File: src/rtl/hazard_ctrl_mc.sv
// Hazard controller for the 5-stage F/D/E/M/W ARM pipeline: per-port E forwarding,
// store-data forwarding, multi-cycle load-use stalls and multiply occupancy stalls.
module hazard_ctrl_mc #(
  parameter int unsigned REG_AW   = 4,
  parameter int unsigned NUM_RD   = 3,
  parameter int unsigned LOAD_LAT = 1,
  parameter int unsigned MUL_LAT  = 3
) (
  input  logic                       CLK,
  input  logic                       RSTn,
  input  logic [NUM_RD*REG_AW-1:0]   RAD,
  input  logic [NUM_RD-1:0]          RAValidD,
  input  logic [NUM_RD*REG_AW-1:0]   RAE,
  input  logic [REG_AW-1:0]          WA3E,
  input  logic [REG_AW-1:0]          WA3M,
  input  logic [REG_AW-1:0]          WA3W,
  input  logic                       RegWriteE,
  input  logic                       RegWriteM,
  input  logic                       RegWriteW,
  input  logic                       MemtoRegE,
  input  logic                       MemtoRegW,
  input  logic                       MemWriteM,
  input  logic [REG_AW-1:0]          RA2M,
  input  logic                       PCSrcE,
  input  logic                       MulStartE,
  output logic                       StallF,
  output logic                       StallD,
  output logic                       StallE,
  output logic                       FlushD,
  output logic                       FlushE,
  output logic                       FlushM,
  output logic [2*NUM_RD-1:0]        ForwardE,
  output logic                       ForwardM,
  output logic                       MulBusy
);

  localparam int unsigned LCW = (LOAD_LAT < 1) ? 1 : $clog2(LOAD_LAT + 1);
  localparam int unsigned MCW = (MUL_LAT < 1) ? 1 : $clog2(MUL_LAT + 1);
  localparam logic [REG_AW-1:0] PC_IDX = '1;

  logic [LCW-1:0] ldcnt, ldcnt_nxt;
  logic [MCW-1:0] mcnt, mcnt_nxt;
  logic           ldhit, mul_busy, br, ldstall, flush_e_raw;
  logic [2*NUM_RD-1:0] fwd_raw;

  // M has priority over W; R15 is never forwarded because the PC read is synthesised.
  function automatic logic [1:0] fwd_sel(input logic [REG_AW-1:0] a);
    if ((a == WA3M) && RegWriteM && (a != PC_IDX))      fwd_sel = 2'b10;
    else if ((a == WA3W) && RegWriteW && (a != PC_IDX)) fwd_sel = 2'b01;
    else                                                fwd_sel = 2'b00;
  endfunction

  always_comb begin
    fwd_raw = '0;
    ldhit   = 1'b0;
    for (int i = 0; i < NUM_RD; i++) begin
      fwd_raw[2*i +: 2] = fwd_sel(RAE[i*REG_AW +: REG_AW]);
      if (RAValidD[i] && (RAD[i*REG_AW +: REG_AW] == WA3E))
        ldhit = 1'b1;
    end
    ldhit = ldhit & MemtoRegE & RegWriteE;
  end

  // A busy multiplier owns E, so a branch there is ignored; a branch overrides load stalls.
  assign mul_busy    = (mcnt != '0);
  assign br          = PCSrcE & ~mul_busy;
  assign ldstall     = ((ldhit & ~mul_busy) | (ldcnt != '0)) & ~br;
  assign flush_e_raw = (ldstall & ~mul_busy) | br;

  always_comb begin
    ldcnt_nxt = ldcnt;
    mcnt_nxt  = mcnt;
    if (ldhit && !PCSrcE && !mul_busy) ldcnt_nxt = LCW'(LOAD_LAT - 1);
    else if (br)                       ldcnt_nxt = '0;
    else if (ldcnt != '0)              ldcnt_nxt = ldcnt - LCW'(1);
    if (MulStartE && !mul_busy && !flush_e_raw) mcnt_nxt = MCW'(MUL_LAT - 1);
    else if (mcnt != '0)                        mcnt_nxt = mcnt - MCW'(1);
  end

  always_ff @(posedge CLK or negedge RSTn) begin
    if (!RSTn) begin
      ldcnt <= '0;
      mcnt  <= '0;
    end else begin
      ldcnt <= ldcnt_nxt;
      mcnt  <= mcnt_nxt;
    end
  end

  // All outputs are held quiet while reset is asserted, whatever the inputs do.
  assign StallF   = RSTn & (ldstall | mul_busy);
  assign StallD   = RSTn & (ldstall | mul_busy);
  assign StallE   = RSTn & mul_busy;
  assign FlushM   = RSTn & mul_busy;
  assign MulBusy  = RSTn & mul_busy;
  assign FlushE   = RSTn & flush_e_raw;
  assign FlushD   = RSTn & br;
  assign ForwardE = RSTn ? fwd_raw : '0;
  assign ForwardM = RSTn & (RA2M == WA3W) & MemWriteM & MemtoRegW & RegWriteW & (RA2M != PC_IDX);

endmodule
File: config.mk
export PLATFORM = sky130hd
export DESIGN_NAME = hazard_ctrl_mc
export DESIGN_NICKNAME = d
export VERILOG_FILES = /design/src/rtl/hazard_ctrl_mc.sv
export SDC_FILE = /design/constraint.sdc
export NUM_CORES = 1
export LEC_CHECK = 0
export BUFFER_PORTS_ARGS = -buffer_cell sky130_fd_sc_hd__buf_4
export CAP_MARGIN = 20
export CORE_ASPECT_RATIO = 1.2
export CORE_MARGIN = 3
export CORE_UTILIZATION = 38
export DETAILED_ROUTE_END_ITERATION = 6
export PLACE_DENSITY = 0.9
export SLEW_MARGIN = 20
export SYNTH_ARGS = -nofsm -noshare
export SYNTH_HDL_FRONTEND = slang
export SYNTH_SLANG_ARGS = --single-unit
File: constraint.sdc
create_clock -name CLK -period 1.48 [get_ports CLK]
set_input_delay 0 -clock CLK [delete_from_list [all_inputs] [get_ports CLK]]
set_output_delay 0 -clock CLK [all_outputs]
set_load 0.02 [all_outputs]
# --- After elaboration in Yosys (flattened, before gate mapping) ---
# Cells that the tools add are included.
totals:
  regBits: 3
  elab_cells: 77
  out_inout_bits: 14
op_classes:
  n_eq_ne: 14
  add_sub_neg: 2
  n_mux: 15
  n_reduce_logical: 24
  n_bitwise: 20
ops:
  columns: ["cell", "n"]
  rows:
  - ["4-bit == test", 10]
  - ["1-bit logical AND", 19]
  - ["4-bit != test (second input constant)", 4]
  - ["1-bit bitwise AND", 15]
  - ["2-bit 2-to-1 mux", 5]
  - ["1-bit 2-to-1 mux", 9]
  - ["6-bit 2-to-1 mux", 1]
  - ["2-bit nonzero test", 2]
  - ["1-bit zero test", 3]
  - ["1-bit OR", 3]
  - ["1-bit NOT", 2]
  - ["2-bit by 1-bit subtractor with 2-bit output (second input constant)", 1]
  - ["1-bit subtractor (second input constant)", 1]

# --- Logic depth before layout (Yosys ltp) ---
# Gate-level depths: netlist (run 1).
logic_depth:
  depth_word: 15
  depth_mapped: 7

# --- Least setup slack after synthesis (run 1) ---
# Ideal clock, no wire load.
synth_timing:
  path_type: "flip-flop to output port"
  startpoint: "register mcnt[0]"
  endpoint: "output StallF"
  slack_ns: -0.117
  required_ns: 1.480
  arrival_ns: 1.597
  path_stages_with_launch: 6
  cell_sequence: "dfrtp_1 -> inv_1 -> ha_1 -> nor2b_1 -> o21bai_1 -> buf_4"
synth_via:
  elab_chain_cells: 7
  elab_cells_between_ends: 9
  cone_classes: "bitwise: 8; reduce/logical: 1"
synth_rtl:
  columns: ["element", "line", "rtl"]
  rows:
  - ["start, declared", "42", "logic [MCW-1:0] mcnt, mcnt_nxt;"]
  - ["start signal, assigned", "86", "mcnt <= mcnt_nxt;"]
  - ["2-bit nonzero test *", "65", "assign mul_busy = (mcnt != '0);"]
  - ["1-bit NOT", "66, 67", null]
  - ["1-bit bitwise AND, on equally long branches", "67, 66", null]
  - ["1-bit OR or 1-bit NOT (tied branches)", "67", "assign ldstall = ((ldhit & ~mul_busy) | (ldcnt != '0)) & ~br;"]
  - ["1-bit bitwise AND", "67", null]
  - ["1-bit OR *", null, null]
  - ["1-bit bitwise AND *", null, null]
  - ["end, declared", "26", "output logic StallF,"]
# Mark *: on every way between the ends. The rest lies on a longest branch, timed or not.

# --- Worst setup path in the final report (run 1) ---
layout_timing:
  startpoint: "register mcnt[1]"
  endpoint: "output StallD"
layout_via:
  elab_chain_cells: 7
  elab_cells_between_ends: 9
  cone_classes: "bitwise: 8; reduce/logical: 1"
layout_rtl:
  columns: ["element", "line", "rtl"]
  rows:
  - ["2-bit nonzero test *", "65", null]
  - ["1-bit NOT", "66, 67", null]
  - ["1-bit bitwise AND, on equally long branches", "67, 66", null]
  - ["1-bit OR or 1-bit NOT (tied branches)", "67", null]
  - ["1-bit bitwise AND", "67", null]
  - ["1-bit OR *", "92", "assign StallD = RSTn & (ldstall | mul_busy);"]
  - ["1-bit bitwise AND *", "92", null]
  - ["end, declared", "27", "output logic StallD,"]
# Marked as above.

==> results.json, run 1 <==
{
  "ys_seq_area_share_pct": 6.44,
  "dr.pass1.iters": 4,
  "syn-num-nets": 165,
  "grt_pass1_wl_um": 4020,
  "routed_wl_um": 2660,
  "hold_viol_final": 0,
  "io_pins": 67,
  "pre_cts_ws_ns": 0.117,
  "die_x_um": 47.3,
  "die-area_mm2": 0.00263,
  "drive_gt1_share_pct": 44.7,
  "holdWs_ns": 0.153,
  "peakVddDrop_uv": 471,
  "yosysWarnings": 0,
  "finClkSkew_ns": 0.00266,
  "dp.cells": 191,
  "yosys.area_share.xor_xnor_pct": 37.2,
  "grt_usage_pct": 20.1,
  "synthMuxAreaShare_pct": 0,
  "detail-route-antenna-nets": 0,
  "synth_simple_gate_area_share_pct": 35.6,
  "vias_per_cell": 5.37,
  "setup_viol": 1,
  "port_buffers": 66,
  "largest_register_ffs": 2,
  "netlist_area_um2": 777,
  "fin_crit_sh_pct": 100,
  "dpl.hpwl_um": 2300,
  "vias": 1064,
  "synth_top_family_by_area": "XOR/XNOR gates",
  "synthArstFlopShare_pct": 100,
  "rsz0062_at_grt": "true",
  "cts_tree": "built",
  "start_util_pct": 41.0,
  "drt-initial-drc-count": 18,
  "synth_adder_area_share_pct": 1.61,
  "htree_levels": 1,
  "grt_max_degree": 9,
  "clockBufferDepth": 2,
  "endpoint_kind": "output port",
  "place.gp.congestion": 0.884,
  "nets": 235,
  "synth.distinct_cells": 28,
  "die_h_um": 55.5,
  "path_clk_slew_ns": 0.03,
  "setup_ws_ns": -0.00000555,
  "first_global_vias": 1041,
  "power_leakage_nw": 0.635,
  "layout_commonest_cell": "buf_4",
  "cp_data_arrival_time_ns": 1.48,
  "drc": 0,
  "status": "complete, but fails checks",
  "powerDensity_mw_per_mm2": 704,
  "max_freq_mhz": 676,
  "worstSkewPairLatency_ns": 0.23,
  "synth_compound_area_share_pct": 12.4,
  "cp.required_ns": 1.48,
  "cts_sinks": 2,
  "synth_top_area_share_pct": 20.3,
  "ys_top_cells_by_area": "xnor2_1 20%, xor2_1 17%, dfrtp_1 6.4%",
  "synth-edff-count": 0,
  "gr-total-overflow": 0,
  "antenna_found_initial": 0,
  "top_regs": "mcnt: 2 flops",
  "final_util_pct": 70.6,
  "worstSetupPathType": "flip-flop to output port",
  "cap_violations": 0,
  "core-area_mm2": 0.00189,
  "layout_common_cells": "70 x buf_4, 18 x xnor2_1, 15 x xor2_1",
  "cp_max_fo": 6,
  "drv_slew": 0,
  "tightest_slew_ns": 0.311,
  "cts-root-buf": "clkbuf_4",
  "largest-register": "mcnt",
  "synth.avg_cell_area_um2": 7.00,
  "final_cell_count_no_fill": 198,
  "wl_per_cell_um": 13.4,
  "synthFlopType": "dfrtp_1",
  "violations": "negative setup slack",
  "relSlewSlack_pct": 79.1,
  "power.total_w": 0.000941,
  "synth_seq_cells": 2,
  "diodes": 0,
  "row_count": 17,
  "cts_inserted_buffers": 3,
  "hold_path.class": "primary input to flip-flop",
  "syn2layout_area_growth_pct": 72.0,
  "synthCells": 111,
  "start_kind": "flip-flop",
  "fin_crit_ns": 1.48,
  "synth_largest_area_cell": "xnor2_1"
}
==> synthesized netlist by cell type, types with 2 or more instances <==
cell,instances
nor2b_1,3
nand2_1,7
inv_1,5
nand3_1,6
xor2_1,15
clkbuf_1,3
nand4_1,6
o21bai_1,2
and2_1,4
dfrtp_1,2
nor3_1,2
nor4_2,3
a21oi_1,4
o21ai_0,3
buf_4,3
a31oi_1,2
xnor2_1,18
nor2_1,13
==> area by class of cell <==
type	count	area, µm²
Fill cell	159	557
Clock buffer	3	22.5
Timing Repair Buffer	71	536
Multi-Input combinational cell	98	686
Inverter	5	18.8
Tap cell	19	23.8
Sequential cell	2	50.0
==> critical path, stage by stage (launching register included) <==
cell and delay (ns):
dfrtp_1 0.33, inv_1 0.05, ha_1 0.19, buf_4 0.16, nor2b_2 0.18, o21bai_2 0.16
buf_4 0.16
==> metal layers <==
layer / GRT usage, % / share of wire [%] / routed length (µm)
met1: 19.2 / 35 / 930
met2: 38.7 / 55 / 1460
met3: 2.28 / 9.3 / 248
met4: 8.30 / 0.98 / 26
met5: 0 / 0 / 0
==> logic make-up (layout without fill, tap and decap cells) <==
logic type	Yosys count	in the layout
compound gates	15	15
xor+xnor	33	33
fa+ha+maj	1	1
buf+inv	11	79
flops	2	2
simple gates	49	49
==> final timing paths <==
path | startpoint | end | slack, ns | depth (start not counted)
hold / removal | PCSrcE | mcnt[0] | 0.15 | 3
setup reg to reg | mcnt[1] | mcnt[1] | 0.02 | 7
max in group asynchronous | RSTn | mcnt[0] | 1.18 | 2
min in group asynchronous | RSTn | mcnt[1] | 0.16 | 2
hold reg to reg | mcnt[0] | mcnt[0] | 0.69 | 3
setup / recovery | mcnt[1] | StallD | -0.000006 | 6
==> through the flow <==
step                setup TNS, ns  instance area (µm²)
floorplan                       0                  783
finish                -0.00000555                 1340
global placement                0                 1280
detailed placement              0                 1280
global route               -0.204                 1340
CTS                             0                 1320
==> where the power goes <==
part           total (W)  internal [W]  switching, W  leakage, nW
Combinational   0.000714      0.000373      0.000341        0.598
Sequential     0.0000988     0.0000857     0.0000131       0.0232
Clock           0.000128     0.0000900     0.0000379       0.0138
Total           0.000941      0.000548      0.000392        0.635
==> repair_timing <==
action | in CTS | in global routing
gates resized for setup | 0 | 1
buffers inserted | 1 | 2
setup endpoints to repair | 2 | 3
hold endpoints to repair | 2 | 0
pin swaps | 1 | 1
hold buffers | 1 | 0
(Power assumes the default switching activity.)
==> inputs of run 2 (changes only) <==
Settings changed: CORE_UTILIZATION 38 to 35, PLACE_DENSITY 0.9 to 0.85.
==> run 2 against run 1 <==
  * The run now ends clean
  * Flip-flop and latch count did not move
  * Routed wire length rose by 9.1%
  * Die area rose by 7.5%
  * Largest power group unchanged
==> results.json, run 2 (same netlist as run 1, synthesis figures left out) <==
{
  "rsz0062_at_grt": "true",
  "cp_data_arrival_time_ns": 1.51,
  "grt_max_degree": 9,
  "syn2layout_area_growth_pct": 77.6,
  "fin_tns_setup_ns": 0,
  "final_area_mm2": 0.00138,
  "drc": 0,
  "die_x_um": 49.0,
  "io_pins": 67,
  "internal_power_w": 0.000585,
  "clockBufferDepth": 2,
  "cts-root-buf": "clkbuf_4",
  "cts_tree": "built",
  "finClkSkew_ns": 0.00174,
  "setup_viol": 0,
  "fin_crit_sh_pct": 95.0,
  "combPwrFrac_pct": 78.6,
  "path_clk_slew_ns": 0.03,
  "power_frac_seq_pct": 9.7,
  "die-area_mm2": 0.00282,
  "layout_common_cells": "66 x buf_4, 18 x xnor2_1, 15 x xor2_1",
  "port_buffers": 66,
  "cp_max_fo": 3,
  "drive_gt1_share_pct": 46.6,
  "peakVddDrop_uv": 862,
  "largest-register": "mcnt",
  "grt_usage_pct": 21.3,
  "status": "completed",
  "p_sw_w": 0.000420,
  "crit_start": "mcnt[0]",
  "htree_levels": 1,
  "hold_path.class": "primary input to async pin",
  "diodes": 0,
  "top_regs": "mcnt: 2 flops",
  "p_clk_share_pct": 11.7,
  "power_leakage_nw": 0.646,
  "vias_per_cell": 5.04,
  "cts_inserted_buffers": 3,
  "dpl.hpwl_um": 2330,
  "nets": 234,
  "drv_slew": 0,
  "first_global_vias": 1107,
  "cts_sinks": 2,
  "drt-initial-drc-count": 20,
  "start_kind": "flip-flop",
  "relSlewSlack_pct": 73.7,
  "fin_crit_ns": 1.41,
  "place.gp.congestion": 0.801,
  "hold_viol_final": 0,
  "detail-route-antenna-nets": 0,
  "core-area_mm2": 0.00209,
  "gr-total-overflow": 0,
  "power.total_w": 0.00100,
  "dr.pass1.iters": 4,
  "routed_wl_um": 2900,
  "start_util_pct": 37.1,
  "antenna_found_initial": 0,
  "worstSetupPathType": "flip-flop to flip-flop",
  "worstSkewPairLatency_ns": 0.22,
  "layout_commonest_cell": "buf_4",
  "powerDensity_mw_per_mm2": 728,
  "r2r-start": "mcnt[0]",
  "endpoint_kind": "flip-flop",
  "die_h_um": 57.6,
  "vias": 1049,
  "tightest_slew_ns": 0.392,
  "place_area_mm2": 0.00129,
  "wl_per_cell_um": 14.0,
  "largest_register_ffs": 2,
  "cap_violations": 0,
  "row_count": 18,
  "max_freq_mhz": 711,
  "swShare_pct": 41.8,
  "cp.required_ns": 1.58,
  "final_util_pct": 65.9,
  "grt_pass1_wl_um": 4660
}
## run 2: cell count changes in the layout (fill, tap and decap cells not counted), sizes merged
cell / previous run / this run
buf: 70 / 69
## run 2: layout make-up
cell class / count / area (µm²)
Fill cell: 171 / 714
Multi-Input combinational cell: 98 / 712
Timing Repair Buffer: 70 / 539
Sequential cell: 2 / 50.0
Tap cell: 30 / 37.5
Clock buffer: 3 / 22.5
Inverter: 5 / 18.8
## run 2: stage by stage
step           hold WS, ns  cells  worst slack, ns
6_report             0.203    208           0.0739
5_1_grt              0.217    208          -0.0353
4_1_cts              0.175    208           0.0259
3_5_place_dp        -0.183    202            0.114
3_3_place_gp        -0.188    202            0.165
2_1_floorplan       -0.296    111           0.0476
## run 2: final timing paths
kind                           end  slack (ns)  cells after the start
setup / recovery           mcnt[1]        0.07                      7
hold / removal             mcnt[1]        0.20                      2
setup reg to reg           mcnt[1]        0.07                      7
hold reg to reg            mcnt[1]        0.66                      3
max in group asynchronous  mcnt[0]        1.13                      2
min in group CLK           mcnt[0]        0.20                      5
## run 2: metal layers
| metal | vias to the layer above | share of wire (%) | GRT usage [%] |
|---|---|---|---|
| met1 | 460 | 34 | 19.6 |
| met3 | 8 | 10 | 5.66 |
| met2 | 66 | 53 | 41.4 |
| met5 | - | 0 | 0 |
| met4 | 0 | 2.7 | 13.0 |
| li1 | 515 | - | - |
## run 2: power by group through the flow
stage	clock (W)	sequential (W)	combinational (W)
after floorplan	0	0.0000994	0.000405
after global placement	0	0.000101	0.000630
after detailed placement	0	0.000102	0.000664
after CTS	0.000124	0.0000977	0.000693
after global routing	0.000127	0.000104	0.000853
final	0.000118	0.0000976	0.000789
## run 2: timing repair
action,CTS,global route
hold buffers,1,0
endpoints found under the setup margin,3,4
endpoints found under the hold margin,2,0
setup buffers,2,0
resized for setup,0,11
pin swaps,1,4
## run 2: worst max-delay path: stages (launching register included)
cell and delay (ns):
dfrtp_1 0.36, inv_1 0.06, ha_2 0.18, nand4b_1 0.14, buf_4 0.18, nand2_2 0.06, o221ai_2 0.07, a211o_1 0.24
